==> src/rtl/speaker_control.sv <==
`timescale 1ns/1ps
// speaker_control: stereo I2S transmitter for the Pmod I2S DAC.
// Derives MCLK (clk/4), SCK (clk/16) and LRCK (clk/512) from a free-running
// 9-bit counter. It latches one attenuated stereo sample per frame and shifts
// it out MSB-first with the standard I2S one-bit delay.
// Optional feature macro: SPK_SOFTMUTE_EN. When it is defined, mute ramps the
// attenuation one step every RAMP_FRAMES frames. When it is undefined, mute
// switches hard between full level and silence on the next frame.
module speaker_control #(
  parameter int RAMP_FRAMES = 64
) (
  input  logic        clk,
  input  logic        rst_n,
  input  logic [15:0] audio_in_left,
  input  logic [15:0] audio_in_right,
  input  logic        mute,
  output logic        audio_mclk,
  output logic        audio_lrck,
  output logic        audio_sck,
  output logic        audio_sdin,
  output logic        sample_tick,
  output logic        muted
);

  localparam int          DATA_W    = 16;
  localparam logic [4:0]  ATTEN_MAX = 5'd16;
  localparam logic [8:0]  CNT_LAST  = 9'd511;

  if (RAMP_FRAMES < 1 || RAMP_FRAMES > 1023) begin : g_ramp_range_bad
    $error("speaker_control: RAMP_FRAMES must be in 1..1023");
  end

  // Arithmetic right shift by the attenuation amount; 16 or more means silence.
  function automatic logic signed [DATA_W-1:0] attenuate(
    input logic signed [DATA_W-1:0] x,
    input logic [4:0]               sh
  );
    if (sh >= ATTEN_MAX) begin
      return '0;
    end
    return x >>> sh;
  endfunction

  logic [8:0]               cnt;
  logic [31:0]              sr;
  logic [4:0]               atten;
  logic [4:0]               atten_nxt;
  logic                     frame_edge;
  logic                     bit_edge;
  logic signed [DATA_W-1:0] l_att;
  logic signed [DATA_W-1:0] r_att;

  // The frame-latch edge is the 511 -> 0 wrap. Every other SCK falling edge is a bit edge.
  assign frame_edge = (cnt == CNT_LAST);
  assign bit_edge   = (cnt[3:0] == 4'hF) && !frame_edge;

  // The clock outputs are plain counter taps, so they are glitch-free registered bits.
  assign audio_mclk = cnt[1];
  assign audio_sck  = cnt[3];
  assign audio_lrck = cnt[8];

  assign muted = (atten == ATTEN_MAX);

  // The words loaded on the latch edge use the attenuation that takes effect on
  // that same edge, so a mute shows up in the very next frame.
  assign l_att = attenuate($signed(audio_in_left),  atten_nxt);
  assign r_att = attenuate($signed(audio_in_right), atten_nxt);

`ifdef SPK_SOFTMUTE_EN
  localparam logic [9:0] RAMP_LAST = 10'(RAMP_FRAMES - 1);

  logic [9:0] ramp_cnt;
  logic [9:0] ramp_nxt;
  logic       mute_prev;

  // Ramp scheduler: a level change of mute restarts the frame count. Otherwise
  // atten moves one step toward its target every RAMP_FRAMES frames.
  always_comb begin
    atten_nxt = atten;
    ramp_nxt  = ramp_cnt;
    if (mute != mute_prev) begin
      ramp_nxt = '0;
    end else if (ramp_cnt >= RAMP_LAST) begin
      ramp_nxt = '0;
      if (mute && atten != ATTEN_MAX) begin
        atten_nxt = atten + 5'd1;
      end else if (!mute && atten != 5'd0) begin
        atten_nxt = atten - 5'd1;
      end
    end else begin
      ramp_nxt = ramp_cnt + 10'd1;
    end
  end

  // Ramp state advances only on frame-latch edges.
  always_ff @(posedge clk or negedge rst_n) begin
    if (!rst_n) begin
      ramp_cnt  <= '0;
      mute_prev <= 1'b0;
    end else if (frame_edge) begin
      ramp_cnt  <= ramp_nxt;
      mute_prev <= mute;
    end
  end
`else
  // Hard mute: full silence or full level, chosen at each frame latch.
  always_comb begin
    atten_nxt = mute ? ATTEN_MAX : 5'd0;
  end
`endif

  // Free-running frame counter, wraps 511 -> 0.
  always_ff @(posedge clk or negedge rst_n) begin
    if (!rst_n) begin
      cnt <= '0;
    end else begin
      cnt <= cnt + 9'd1;
    end
  end

  // Attenuation level is committed only on frame-latch edges.
  always_ff @(posedge clk or negedge rst_n) begin
    if (!rst_n) begin
      atten <= '0;
    end else if (frame_edge) begin
      atten <= atten_nxt;
    end
  end

  // Shift register and serial output. On the latch edge the previous frame's
  // last bit (R0) goes out as the new word loads, which gives the I2S one-bit delay.
  always_ff @(posedge clk or negedge rst_n) begin
    if (!rst_n) begin
      sr         <= '0;
      audio_sdin <= 1'b0;
    end else if (frame_edge) begin
      audio_sdin <= sr[31];
      sr         <= {l_att, r_att};
    end else if (bit_edge) begin
      audio_sdin <= sr[31];
      sr         <= {sr[30:0], 1'b0};
    end
  end

  // One-clk strobe marking the frame latch for upstream sample producers.
  always_ff @(posedge clk or negedge rst_n) begin
    if (!rst_n) begin
      sample_tick <= 1'b0;
    end else begin
      sample_tick <= frame_edge;
    end
  end

endmodule
==> config.mk <==
export PLATFORM = sky130hd
export DESIGN_NAME = speaker_control
export DESIGN_NICKNAME = d
export VERILOG_FILES = /design/src/rtl/speaker_control.sv
export SDC_FILE = /design/constraint.sdc
export NUM_CORES = 1
export LEC_CHECK = 0
export ABC_AREA = 1
export CORE_MARGIN = 2
export CORE_UTILIZATION = 52
export CTS_CLUSTER_SIZE = 20
export DETAILED_ROUTE_END_ITERATION = 7
export GPL_ROUTABILITY_DRIVEN = 1
export GPL_TIMING_DRIVEN = 0
export PLACE_DENSITY = 0.79
export SKIP_LAST_GASP = 1
export SYNTH_ARGS = -nofsm -noshare
export SYNTH_HDL_FRONTEND = slang
export SYNTH_SLANG_ARGS = --single-unit
export TNS_END_PERCENT = 50
==> constraint.sdc <==
create_clock -name clk -period 2.4 [get_ports clk]
set_input_delay 0.36 -clock clk [delete_from_list [all_inputs] [get_ports clk]]
set_output_delay 0.36 -clock clk [all_outputs]
set_load 0.005 [all_outputs]
## Word-level counts from Yosys, hierarchy flattened

Cells that the tools add are included.

- Word-level logic and storage cells: 24
- Output and inout bits: 6
- Bits in registers: 48
- Input bits: 35

- Add/subtract/negate cells: 1
- Reduce and logical (&&, ||, !) cells: 3
- Equality and inequality tests: 3
- Order comparisons: 1
- Shift-type cells: 2
- Muxes and demuxes: 9

Operators with widths:

| cell | number |
|---|---|
| 2-to-1 mux 32 bit | 2 |
| 2-to-1 mux 16 bit | 3 |
| >>> shifter 16 x 5 -> 16 bit | 2 |
| adder 9 x 1 -> 9 bit (second input constant) | 1 |
| equality test 9 bit (second input constant) | 1 |
| equality test 5 bit (second input constant) | 1 |
| greater-or-equal comparator 5 bit (second input constant) | 1 |
| 2-to-1 mux 5 bit | 1 |
| equality test 4 bit (second input constant) | 1 |
| 2-to-1 mux 1 bit | 3 |
| nonzero test 2 bit | 1 |
| logical AND 1 bit | 1 |
| logical NOT 1 bit | 1 |

## Logic depth before layout (Yosys ltp)

Gate-level depths: netlist of the first run.

- Word-level depth: 5
- Depth in mapped cells: 11
- Depth with buffers taken out: 9

## Least setup slack after synthesis of the first run

No wires, ideal clock.

- Path kind: reg2reg
- Start point: reg cnt[1]
- End point: reg sr[31]
- Setup slack: 0.510 ns
- Clock period less this slack: 1.890 ns
- Arrival: 1.773 ns
- Setup time: 0.117 ns
- Required time: 2.283 ns
- Stages on the path, launching flop included: 12
- Path buffers: 2
- Cells stage by stage: dfrtp_1 > ha_1 > nand3_4 > buf_2 > nor3_2 > ha_1 > inv_1 > buf_2 > nand2_1 > nand2_1 > nand2_1 > nand2_1

- Cells in the longest elaborated chain, start to end: 4
- Elaborated cells on any way between the ends: 6
- Those cells by class: 2 x eq/ne; 1 x mux; 3 x reduce/logical

RTL lines:

| item | RTL line | source |
|---|---|---|
| start: declaration | 44 | `logic [8:0] cnt;` |
| start signal: assignment | 117 | `cnt <= cnt + 9'd1;` |
| equality test 9 bit | 54 | `assign frame_edge = (cnt == CNT_LAST);` |
| logical NOT 1 bit | 55 | `assign bit_edge = (cnt[3:0] == 4'hF) && !frame_edge;` |
| logical AND 1 bit | 55 |  |
| nonzero test 2 bit (no line) | - |  |
| end signal: assignment | 138 | `sr <= {l_att, r_att};` |
| end signal: assignment | 141 | `sr <= {sr[30:0], 1'b0};` |
| end: declaration | 45 | `logic [31:0] sr;` |

Several ways; a longest one is shown, not always the timed one.
A chain may end at the register's enable or synchronous reset.

## Worst setup path in the final report of the first run

- Start point: reg cnt[1]
- End point: reg sr[29]

- Cells in the longest elaborated chain, start to end: 4
- Elaborated cells on any way between the ends: 6
- Those cells by class: 2 x eq/ne; 1 x mux; 3 x reduce/logical

RTL lines:

| item | RTL line | source |
|---|---|---|
| equality test 9 bit (*) | 54 |  |
| via frame_edge | 48 | `logic frame_edge;` |
| logical NOT 1 bit | 55 |  |
| logical AND 1 bit | 55 |  |
| nonzero test 2 bit (no line) | - |  |

Mark *: on every way through the listed nets, which the timed path passes. The rest lies on a longest branch.

==> results of run 1 <==
path summary, 6_finish.rpt:
path / startpoint / end / slack, ns / cells after the start
worst max-delay path: cnt[1] / sr[29] / 0.26 / 9
worst min-delay path: rst_n / cnt[7] / 0.03 / 1
worst max register to register: cnt[1] / sr[29] / 0.26 / 9
worst min register to register: sr[31] / audio_sdin / 0.47 / 2
max in group asynchronous: rst_n / sr[21] / 1.87 / 2
min in group clk: sr[31] / audio_sdin / 0.47 / 2
cells in the mapped netlist:
cell type,count
nand3_1,68
xnor2_1,2
ha_1,3
nor2_1,4
inv_1,6
buf_6,3
nand2_4,1
nor3_2,1
dfrtp_1,44
nand2_1,142
xor2_1,1
buf_2,12
buf_1,3
inv_2,1
nand3_4,1
o21ai_0,2
state kept, by name (all words and copies together), names as in the netlist:
| name | cells |
|---|---|
| atten | 1 |
| sample_tick | 1 |
| sr | 32 |
| cnt | 9 |
| audio_sdin | 1 |
power by group:
part | switching (mW) | total (mW) | internal (mW) | leakage (nW)
sequential | 0 | 0.740 | 0.740 | 0.438
combinational | 0.0314 | 0.0854 | 0.0540 | 0.865
clock | 0.246 | 0.613 | 0.367 | 0.0645
layer usage:
layer  share of wire  wire length (µm)  vias up  global-route usage
met5               0                 0        -                   0
met4           0.012                61        0              0.0719
met3           0.046               224        4              0.0349
met2            0.49              2430       48               0.380
met1            0.45              2200      955               0.278
li1                -                 -     1035                   -
final cells by class:
cell class                 count  area, µm²
buffer                        18        106
clock buffer                   7       96.3
clock inverter                 1       30.0
fill                         349       1210
inverter                       7       26.3
multi-input combinational    225       1010
sequential                    44       1100
tap                           50       62.6
timing repair buffer          41        423
logic make-up after synthesis:
kind of cell / Yosys count
compound gates: 2
xor+xnor: 3
fa+ha+maj: 3
buf+inv: 25
flops: 44
simple gates: 217
critical path: stages, from the launching register on:
cell and delay (ns):
dfrtp_1 0.41, ha_2 0.24, nand3_4 0.13, buf_2 0.25, nor3_2 0.07, ha_1 0.22
inv_2 0.15, buf_1 0.37, nand3_1 0.14, nand2_1 0.09
per-stage QoR:
stage               cells  setup slack (ns)
finish                393             0.264
global route          393            0.0279
CTS                   393             0.113
detailed placement    385             0.167
global placement      384            -0.192
floorplan             294             0.510
repair_timing:
item,in CTS,in global routing
resized for setup,0,3
setup endpoints to repair,0,30
setup buffers,0,0
hold buffers,0,0
==> summary.md, run 1 <==
| Metric | Value |
|---|---|
| Clk slew on worst S/H paths | `0.08 ns` |
| Min cycle time layout | `2.14 ns` |
| CTS tree | `built` |
| Area Growth Syn to Fin | `27.7%` |
| Synth top area cells | `dfrtp_1 49%, nand2_1 24%, nand3_1 15%` |
| CP Capture Type | `register` |
| Rel. slew slack | `0.657` |
| Drt wl/cell | `12.5 µm` |
| Area after DPL | `2720 µm²` |
| Final hold slack | `0.0283 ns` |
| DIE WIDTH | `69.5 µm` |
| Number of detailed-route iterations in the first pass | `5` |
| Synth Instances | `294` |
| Crit path required time | `2.64 ns` |
| Largest area contributor in the netlist | `dfrtp_1` |
| Syn_nets | `332` |
| Fin nets | `380` |
| Endpoints failing hold | `0` |
| Worst Hold Class | `in -> async` |
| Largest net degree at the start of global routing | `25` |
| # H-tree levels | `2` |
| Die area | `4840 µm²` |
| Worst-Margin Slew | `0.514 ns` |
| Port bufs | `40` |
| Clk_lat worst skew | `0.30 ns` |
| Leakage | `1.37 nW` |
| Crit path DAT | `2.37 ns` |
| Yosys warning count | `0` |
| Synth Area in Adders | `0.0168` |
| HPWL after detailed placement | `3470 µm` |
| Gr usage total | `0.219` |
| Vias in the first global route | `1975` |
| Starting DRC count in detailed routing | `117` |
| DRC | `0` |
| Synth unique cells | `16` |
| Gpl congestion | `0.774` |
| Final Cell Area | `2850 µm²` |
| Max VDD drop | `417 µV` |
| Core box area | `4060 µm²` |
| CTS Buf Count | `5` |
| Clk sinks | `44` |
| Critical path type | `reg -> reg` |
| Final Cycle Share | `0.890` |
| Main combinational cell family by area after synthesis | `simple AND/OR/NAND/NOR gates` |
| Post-Route Setup TNS | `0 ns` |
| Compound-Gate Fraction of Synth Area | `0.00448` |
| Yosys top cell area share | `0.493` |
| Unrepaired setup endpoints after global routing | `no` |
| # diodes | `0` |
| Maximum clock frequency | `0.468 GHz` |
| Most common cell after layout, fill and taps aside | `nand2_1` |
| Antenna viol nets, final | `0` |
| Most frequent cells in the layout | `142 x nand2_1, 68 x nand3_1, 44 x dfrtp_1` |
| Max clock buf depth | `2` |
| FF+latch count, synth | `44` |
| Simple-gate share of the synthesized area | `0.415` |
| CTS root buf | `clkbuf_8` |
| Die Y | `69.5 µm` |
| Initial antenna violation count | `0` |
| Share of post-route cells with drive strength above 1 | `0.0933` |
| FP Rows | `23` |
| Drt via density | `5.20` |
| Status | `finished, final reports clean` |
| Synth Area per Inst | `7.60 µm²` |
| Pwr Density | `505 nW/µm²` |
| Synthesized cell area | `2230 µm²` |
| Congestion Overflow GR | `0` |
| Starting Density | `0.550` |
| First-pass GRT wire length | `8530 µm` |
| Max cap viols | `0` |
| Synth Area in XOR/XNOR | `0.0118` |
| Final Total Pwr | `1.44 mW` |
| Seq/Total Area, Yosys | `0.493` |
| CP Launch Type | `register` |
| CP max FO | `10` |
| Clock Skew | `0.00585 ns` |
| Post-Route WL | `4910 µm` |
| Multiplexer share of the synthesized area | `0` |
| Final core occ | `0.703` |
| Top Ports | `41` |
| Vias after detailed routing | `2042` |
| Setup violations, final | `0` |
| Slew Viols, Final | `0` |
No activity file was read; power rests on OpenSTA's default activity.
==> run 2, diff against run 1 <==
CORE_MARGIN = 3   (was 2)
==> summary.md, run 2 (synthesized netlist as in run 1, its figures left out) <==
| Metric | Value |
|---|---|
| Clk_lat worst skew | `0.29 ns (about the same)` |
| Area Growth Syn to Fin | `29.2%` |
| Crit path DAT | `2.35 ns (-0.02 ns)` |
| Max cap viols | `0 (unchanged)` |
| Post-Route WL | `5030 µm (+2.3%)` |
| First-pass GRT wire length | `8790 µm (+3.1%)` |
| Final core occ | `0.711 (+0.00833)` |
| Post-Route Setup TNS | `0 ns (unchanged)` |
| Critical-path cell list | `ha_2 > nand3_4 > buf_2 > nor3_2 > ha_1 > inv_1 > buf_2 > nand2_1 > nand2_1 > nand2_1 > nand2_1` |
| CP Launch Type | `register` |
| Antenna viol nets, final | `0 (unchanged)` |
| Min cycle time layout | `2.15 ns (+0.0189 ns)` |
| DIE WIDTH | `71.5 µm (+2.9%)` |
| Drt wl/cell | `12.8 µm (+2.0%)` |
| Final Total Pwr | `1.60 mW (+11%)` |
| Endpoints failing hold | `0 (unchanged)` |
| CTS root buf | `clkbuf_8` |
| Share of power burned in registers | `0.462 (-0.053)` |
| Sw power | `289 µW (+4.1%)` |
| Setup violations, final | `0 (unchanged)` |
| Cells after DPL | `385 (unchanged)` |
| Combinational share of power | `0.053 (-0.006)` |
| Fin nets | `381 (+0.26%)` |
| Gr usage total | `0.215 (-0.00346)` |
| Slew Viols, Final | `0 (unchanged)` |
| HPWL after detailed placement | `3480 µm (about the same)` |
| Leakage | `1.39 nW (+1.5%)` |
| Crit path required time | `2.59 ns (-0.05 ns)` |
| Largest regs | `sr: 32 flops, cnt: 9 flops` |
| # H-tree levels | `2 (unchanged)` |
| Congestion Overflow GR | `0 (unchanged)` |
| Max clock buf depth | `2 (unchanged)` |
| Unrepaired setup endpoints after global routing | `no` |
| Number of detailed-route iterations in the first pass | `5 (unchanged)` |
| Clk slew on worst S/H paths | `0.08 ns (about the same)` |
| Max reg flops | `32 (unchanged)` |
| Worst path max stage delay | `0.40 ns (about the same)` |
| Drt via density | `5.12 (-1.4%)` |
| Final Cycle Share | `0.898 (+0.00788)` |
| Starting Density | `0.550 (unchanged)` |
| CP Capture Type | `register` |
| Max VDD drop | `409 µV (-1.8%)` |
| Cell Count, Final, Fillers Out | `394 (+0.25%)` |
| FP Rows | `23 (unchanged)` |
| Top Ports | `41 (unchanged)` |
| Clk sinks | `44 (unchanged)` |
| CTS Buf Count | `5 (unchanged)` |
| Maximum clock frequency | `0.464 GHz (-0.88%)` |
| Port bufs | `40 (unchanged)` |
| Rel. slew slack | `0.729 (+0.0717)` |
| Die Y | `71.5 µm (+2.9%)` |
| Top reg by flops | `sr` |
| Most frequent cells in the layout | `142 x nand2_1, 68 x nand3_1, 44 x dfrtp_1` |
| Clock Skew | `0.00461 ns (-0.00124 ns)` |
| Gpl congestion | `0.777 (+0.28%)` |
| Die area | `5120 µm² (+5.8%)` |
| Core box area | `4060 µm² (unchanged)` |
| Share of post-route cells with drive strength above 1 | `0.0930 (-0.000271)` |
| Worst Hold Class | `in -> async` |
| Sw frac | `0.180 (-0.0126)` |
| Pwr Density | `556 nW/µm² (+10%)` |
| Slowest cell on crit path | `dfrtp_1` |
| CTS tree | `built` |
| Initial antenna violation count | `0 (unchanged)` |
| Worst-Margin Slew | `0.407 ns (-0.108 ns)` |
| Starting DRC count in detailed routing | `126 (+7.7%)` |
| Status | `finished, final reports clean` |
| Pint | `1.31 mW (+13%)` |
| Vias in the first global route | `1947 (-1.4%)` |
| DRC | `0 (unchanged)` |
| Post-CTS Setup Inserts | `0 (unchanged)` |
| # diodes | `0 (unchanged)` |
| Crit path top cell by count | `nand2_1` |
| CP max FO | `10 (unchanged)` |
| Clock network fraction of design power | `0.485 (+0.059)` |
| Critical path type | `reg -> reg` |
| Most common cell after layout, fill and taps aside | `nand2_1` |
| Vias after detailed routing | `2019 (-1.1%)` |
| Largest net degree at the start of global routing | `41 (+64%)` |
==> run 2: changes by cell type in the layout (fill, tap and decap cells not counted), sizes merged <==
cell and change:
clkbuf -1, bufinv +2, buf -1, dlygate4sd3 +1
==> run 2: repair_timing <==
action                                  CTS  global route
hold endpoints to repair                  4             0
endpoints found under the setup margin    0            29
hold buffers                              1             0
gates resized for setup                   0             3
==> run 2: through the flow <==
step | worst slack [ns] | instance area (µm²) | hold slack (ns)
final | 0.245 | 2890 | 0.422
after global routing | 0.0219 | 2890 | 0.437
after CTS | 0.129 | 2880 | 0.407
after detailed placement | 0.170 | 2710 | 0.192
after global placement | -0.245 | 2700 | 0.451
after floorplan | 0.510 | 2230 | 0.0644
==> run 2: worst paths after layout <==
check | startpoint | endpoint | slack [ns] | cells after the start
max reg2reg | cnt[1] | sr[26] | 0.25 | 11
max in group asynchronous | rst_n | cnt[1] | 1.55 | 3
min in group clk | sr[31] | audio_sdin | 0.48 | 2
max | cnt[1] | sr[26] | 0.25 | 11
min reg2reg | sr[31] | audio_sdin | 0.48 | 2
min | rst_n | sr[27] | 0.42 | 2
==> run 2: power groups by stage <==
stage	clock, mW	sequential (mW)	combinational [mW]
2_1_floorplan	0	0.756	0.00814
3_3_place_gp	0	0.756	0.0819
3_5_place_dp	0	0.755	0.0849
4_1_cts	0.787	0.741	0.0867
5_1_grt	0.818	0.741	0.0921
6_report	0.777	0.740	0.0856
==> run 2: area by class of cell <==
class / count / area (µm²)
well taps: 50 / 62.6
inverters: 7 / 26.3
plain buffers: 18 / 108
repair buffers: 42 / 425
clock buffers: 5 / 68.8
flip-flops and latches: 44 / 1100
multi-input cells: 225 / 1000
clock inverters: 3 / 90.1
fillers: 353 / 1170
==> run 2: worst max-delay path: cells and delay by family (launching register included) <==
kind	cells	cell delay (ns)
flip-flops	1	0.40
AND/OR/NAND/NOR	6	0.56
buffers and inverters	3	0.57
adder cells (fa/ha/maj)	2	0.53
==> run 2: per-layer routing <==
metal	wire length [µm]	part of all wire	GRT usage	up-vias
li1	-	-	-	1035
met1	2320	0.46	0.291	938
met2	2420	0.48	0.345	38
met3	205	0.041	0.0379	8
met4	87	0.017	0.0856	0
met5	0	0	0	-
==> run 3, diff against run 2 <==
CORE_MARGIN = unset   (was 3)
TNS_END_PERCENT = unset   (was 50)
==> summary.md, run 3 (synthesized netlist as in run 1, its figures left out) <==
| Metric | Value |
|---|---|
| Max reg flops | `32 (unchanged)` |
| Post-CTS Setup Inserts | `0 (unchanged)` |
| Critical-path cell list | `ha_1 > nand3_4 > buf_2 > nor3_2 > ha_2 > inv_1 > buf_2 > nand2_1 > nand2_1 > nand2_1 > nand2_1` |
| Reg2reg path depth | `11 (unchanged)` |
| Max VDD drop | `409 µV (about the same)` |
| Drt wl/cell | `13.1 µm (+2.4%)` |
| Share of post-route cells with drive strength above 1 | `0.0959 (+0.00291)` |
| CTS root buf | `clkbuf_8` |
| Die area | `4560 µm² (-11%)` |
| Core box area | `4060 µm² (unchanged)` |
| Min cycle time layout | `2.17 ns (+0.0177 ns)` |
| Worst path max stage delay | `0.39 ns (about the same)` |
| Starting Density | `0.550 (unchanged)` |
| Antenna viol nets, final | `0 (unchanged)` |
| CP Launch Type | `register` |
| Crit path DAT | `2.37 ns (+0.02 ns)` |
| Clock network fraction of design power | `0.487 (+0.002)` |
| CTS Buf Count | `5 (unchanged)` |
| # H-tree levels | `2 (unchanged)` |
| Setup violations, final | `0 (unchanged)` |
| Leakage | `1.39 nW (about the same)` |
| Gpl congestion | `0.765 (-1.4%)` |
| Max cap viols | `0 (unchanged)` |
| CP delay by family, top | `simple AND/OR/NAND/NOR gates` |
| WP buf/inv | `3 (unchanged)` |
| Clock Skew | `0.00242 ns (-0.00219 ns)` |
| Clk slew on worst S/H paths | `0.08 ns (about the same)` |
| Sw power | `296 µW (+2.5%)` |
| Vias in the first global route | `1917 (-1.5%)` |
| HPWL after detailed placement | `3410 µm (-2.1%)` |
| # diodes | `0 (unchanged)` |
| CP Capture Type | `register` |
| First-pass GRT wire length | `8570 µm (-2.5%)` |
| Critical path type | `reg -> reg` |
| CP max FO | `10 (unchanged)` |
| Most frequent cells in the layout | `142 x nand2_1, 68 x nand3_1, 44 x dfrtp_1` |
| Final hold slack | `0.400 ns (-0.0220 ns)` |
| Slew Viols, Final | `0 (unchanged)` |
| Register area | `1100 µm² (unchanged)` |
| Vias after detailed routing | `2081 (+3.1%)` |
| Fillers | `333 (-5.7%)` |
| Endpoints failing hold | `0 (unchanged)` |
| Starting DRC count in detailed routing | `174 (+38%)` |
| DRC | `0 (unchanged)` |
| Drt via density | `5.28 (+3.1%)` |
| Combinational share of power | `0.053 (about the same)` |
| FP Rows | `23 (unchanged)` |
| Status | `finished, final reports clean` |
| CTS tree | `built` |
| Top Ports | `41 (unchanged)` |
| End of the worst register-to-register path | `sr[30]` |
| Worst-Margin Slew | `0.232 ns (-0.175 ns)` |
| Area after DPL | `2710 µm² (unchanged)` |
| Final core occ | `0.711 (about the same)` |
| Congestion Overflow GR | `0 (unchanged)` |
| Initial antenna violation count | `0 (unchanged)` |
| Post-Route Setup TNS | `0 ns (unchanged)` |
| Slowest cell on crit path | `dfrtp_1` |
| Critical R2R Launch | `cnt[1]` |
| Share of power burned in registers | `0.460 (-0.002)` |
| Number of detailed-route iterations in the first pass | `4 (-1)` |
| Clk_lat worst skew | `0.30 ns (about the same)` |
| Largest net degree at the start of global routing | `41 (unchanged)` |
| Crit path top cell by count | `nand2_1` |
| Pint | `1.31 mW (about the same)` |
| DIE WIDTH | `67.5 µm (-5.6%)` |
| Largest regs | `sr: 32 flops, cnt: 9 flops` |
| Crit path required time | `2.60 ns (about the same)` |
| Top reg by flops | `sr` |
| Post-Route WL | `5150 µm (+2.4%)` |
| Final Cell Area | `2890 µm² (about the same)` |
| Sw frac | `0.184 (+0.00364)` |
| Maximum clock frequency | `0.460 GHz (-0.81%)` |
| Multi-input gate area | `1000 µm² (unchanged)` |
| Unrepaired setup endpoints after global routing | `yes` |
| Gr usage total | `0.256 (+0.0410)` |
| Pwr Density | `558 nW/µm² (+0.41%)` |
| Worst Hold Class | `in -> async` |
| Die Y | `67.5 µm (-5.6%)` |
| Final Cycle Share | `0.905 (+0.00736)` |
| Cell Count, Final, Fillers Out | `394 (unchanged)` |
| Area Growth Syn to Fin | `29.2% (about the same)` |
| Rel. slew slack | `0.846 (+0.117)` |
| Cells after DPL | `385 (unchanged)` |
| Worst R2R Setup Slack | `0.23 ns (-0.02 ns)` |
| Port bufs | `40 (unchanged)` |
| Most common cell after layout, fill and taps aside | `nand2_1` |
| Clk sinks | `44 (unchanged)` |
| Fin nets | `381 (unchanged)` |
| Max clock buf depth | `2 (unchanged)` |
## run 3: cell count changes in the layout (fill, tap and decap cells not counted), sizes merged
cell / change
buf: -1
clkbuf: +1
## run 3: final cells by class
class / instances / share of cell area
flip-flops and latches: 44 / 0.381
multi-input cells: 225 / 0.348
repair buffers: 42 / 0.147
plain buffers: 18 / 0.0377
clock inverters: 3 / 0.0312
clock buffers: 5 / 0.0238
well taps: 50 / 0.0217
inverters: 7 / 0.00910
## run 3: power by group through the flow
stage                     Sequential [mW]  Combinational (mW)  Clock, mW
final                               0.741              0.0858      0.784
after global routing                0.741              0.0938      0.828
after CTS                           0.741              0.0870      0.793
after detailed placement            0.755              0.0852          0
after global placement              0.756              0.0820          0
after floorplan                     0.756             0.00814          0
## run 3: routing by layer
layer  share of wire  routed length (µm)  GRT usage
met1            0.45                2330      0.333
met2            0.49                2500      0.405
met3           0.044                 225     0.0608
met4           0.016                  84      0.112
met5               0                   0          0
## run 3: worst max path at each step
stage	startpoint	end	slack, ns	cells past startpoint
after floorplan	cnt[1]	sr[31]	0.51	11
after global placement	rst_n	cnt[0]	-0.24	1
after detailed placement	cnt[1]	sr[14]	0.16	9
after CTS	cnt[1]	sr[14]	0.14	9
after global routing	cnt[1]	sr[29]	-0.02	11
final	cnt[1]	sr[30]	0.23	11
## run 3: repair_timing
action / in CTS / in global routing
endpoints found under the hold margin: 4 / 0
resized for setup: 0 / 4
endpoints found under the setup margin: 0 / 29
hold buffers: 1 / 0
## run 3: through the flow
step | power (mW) | setup slack, ns
2_1_floorplan | 0.764 | 0.510
3_3_place_gp | 0.837 | -0.238
3_5_place_dp | 0.841 | 0.160
4_1_cts | 1.62 | 0.140
5_1_grt | 1.66 | -0.0242
6_report | 1.61 | 0.228
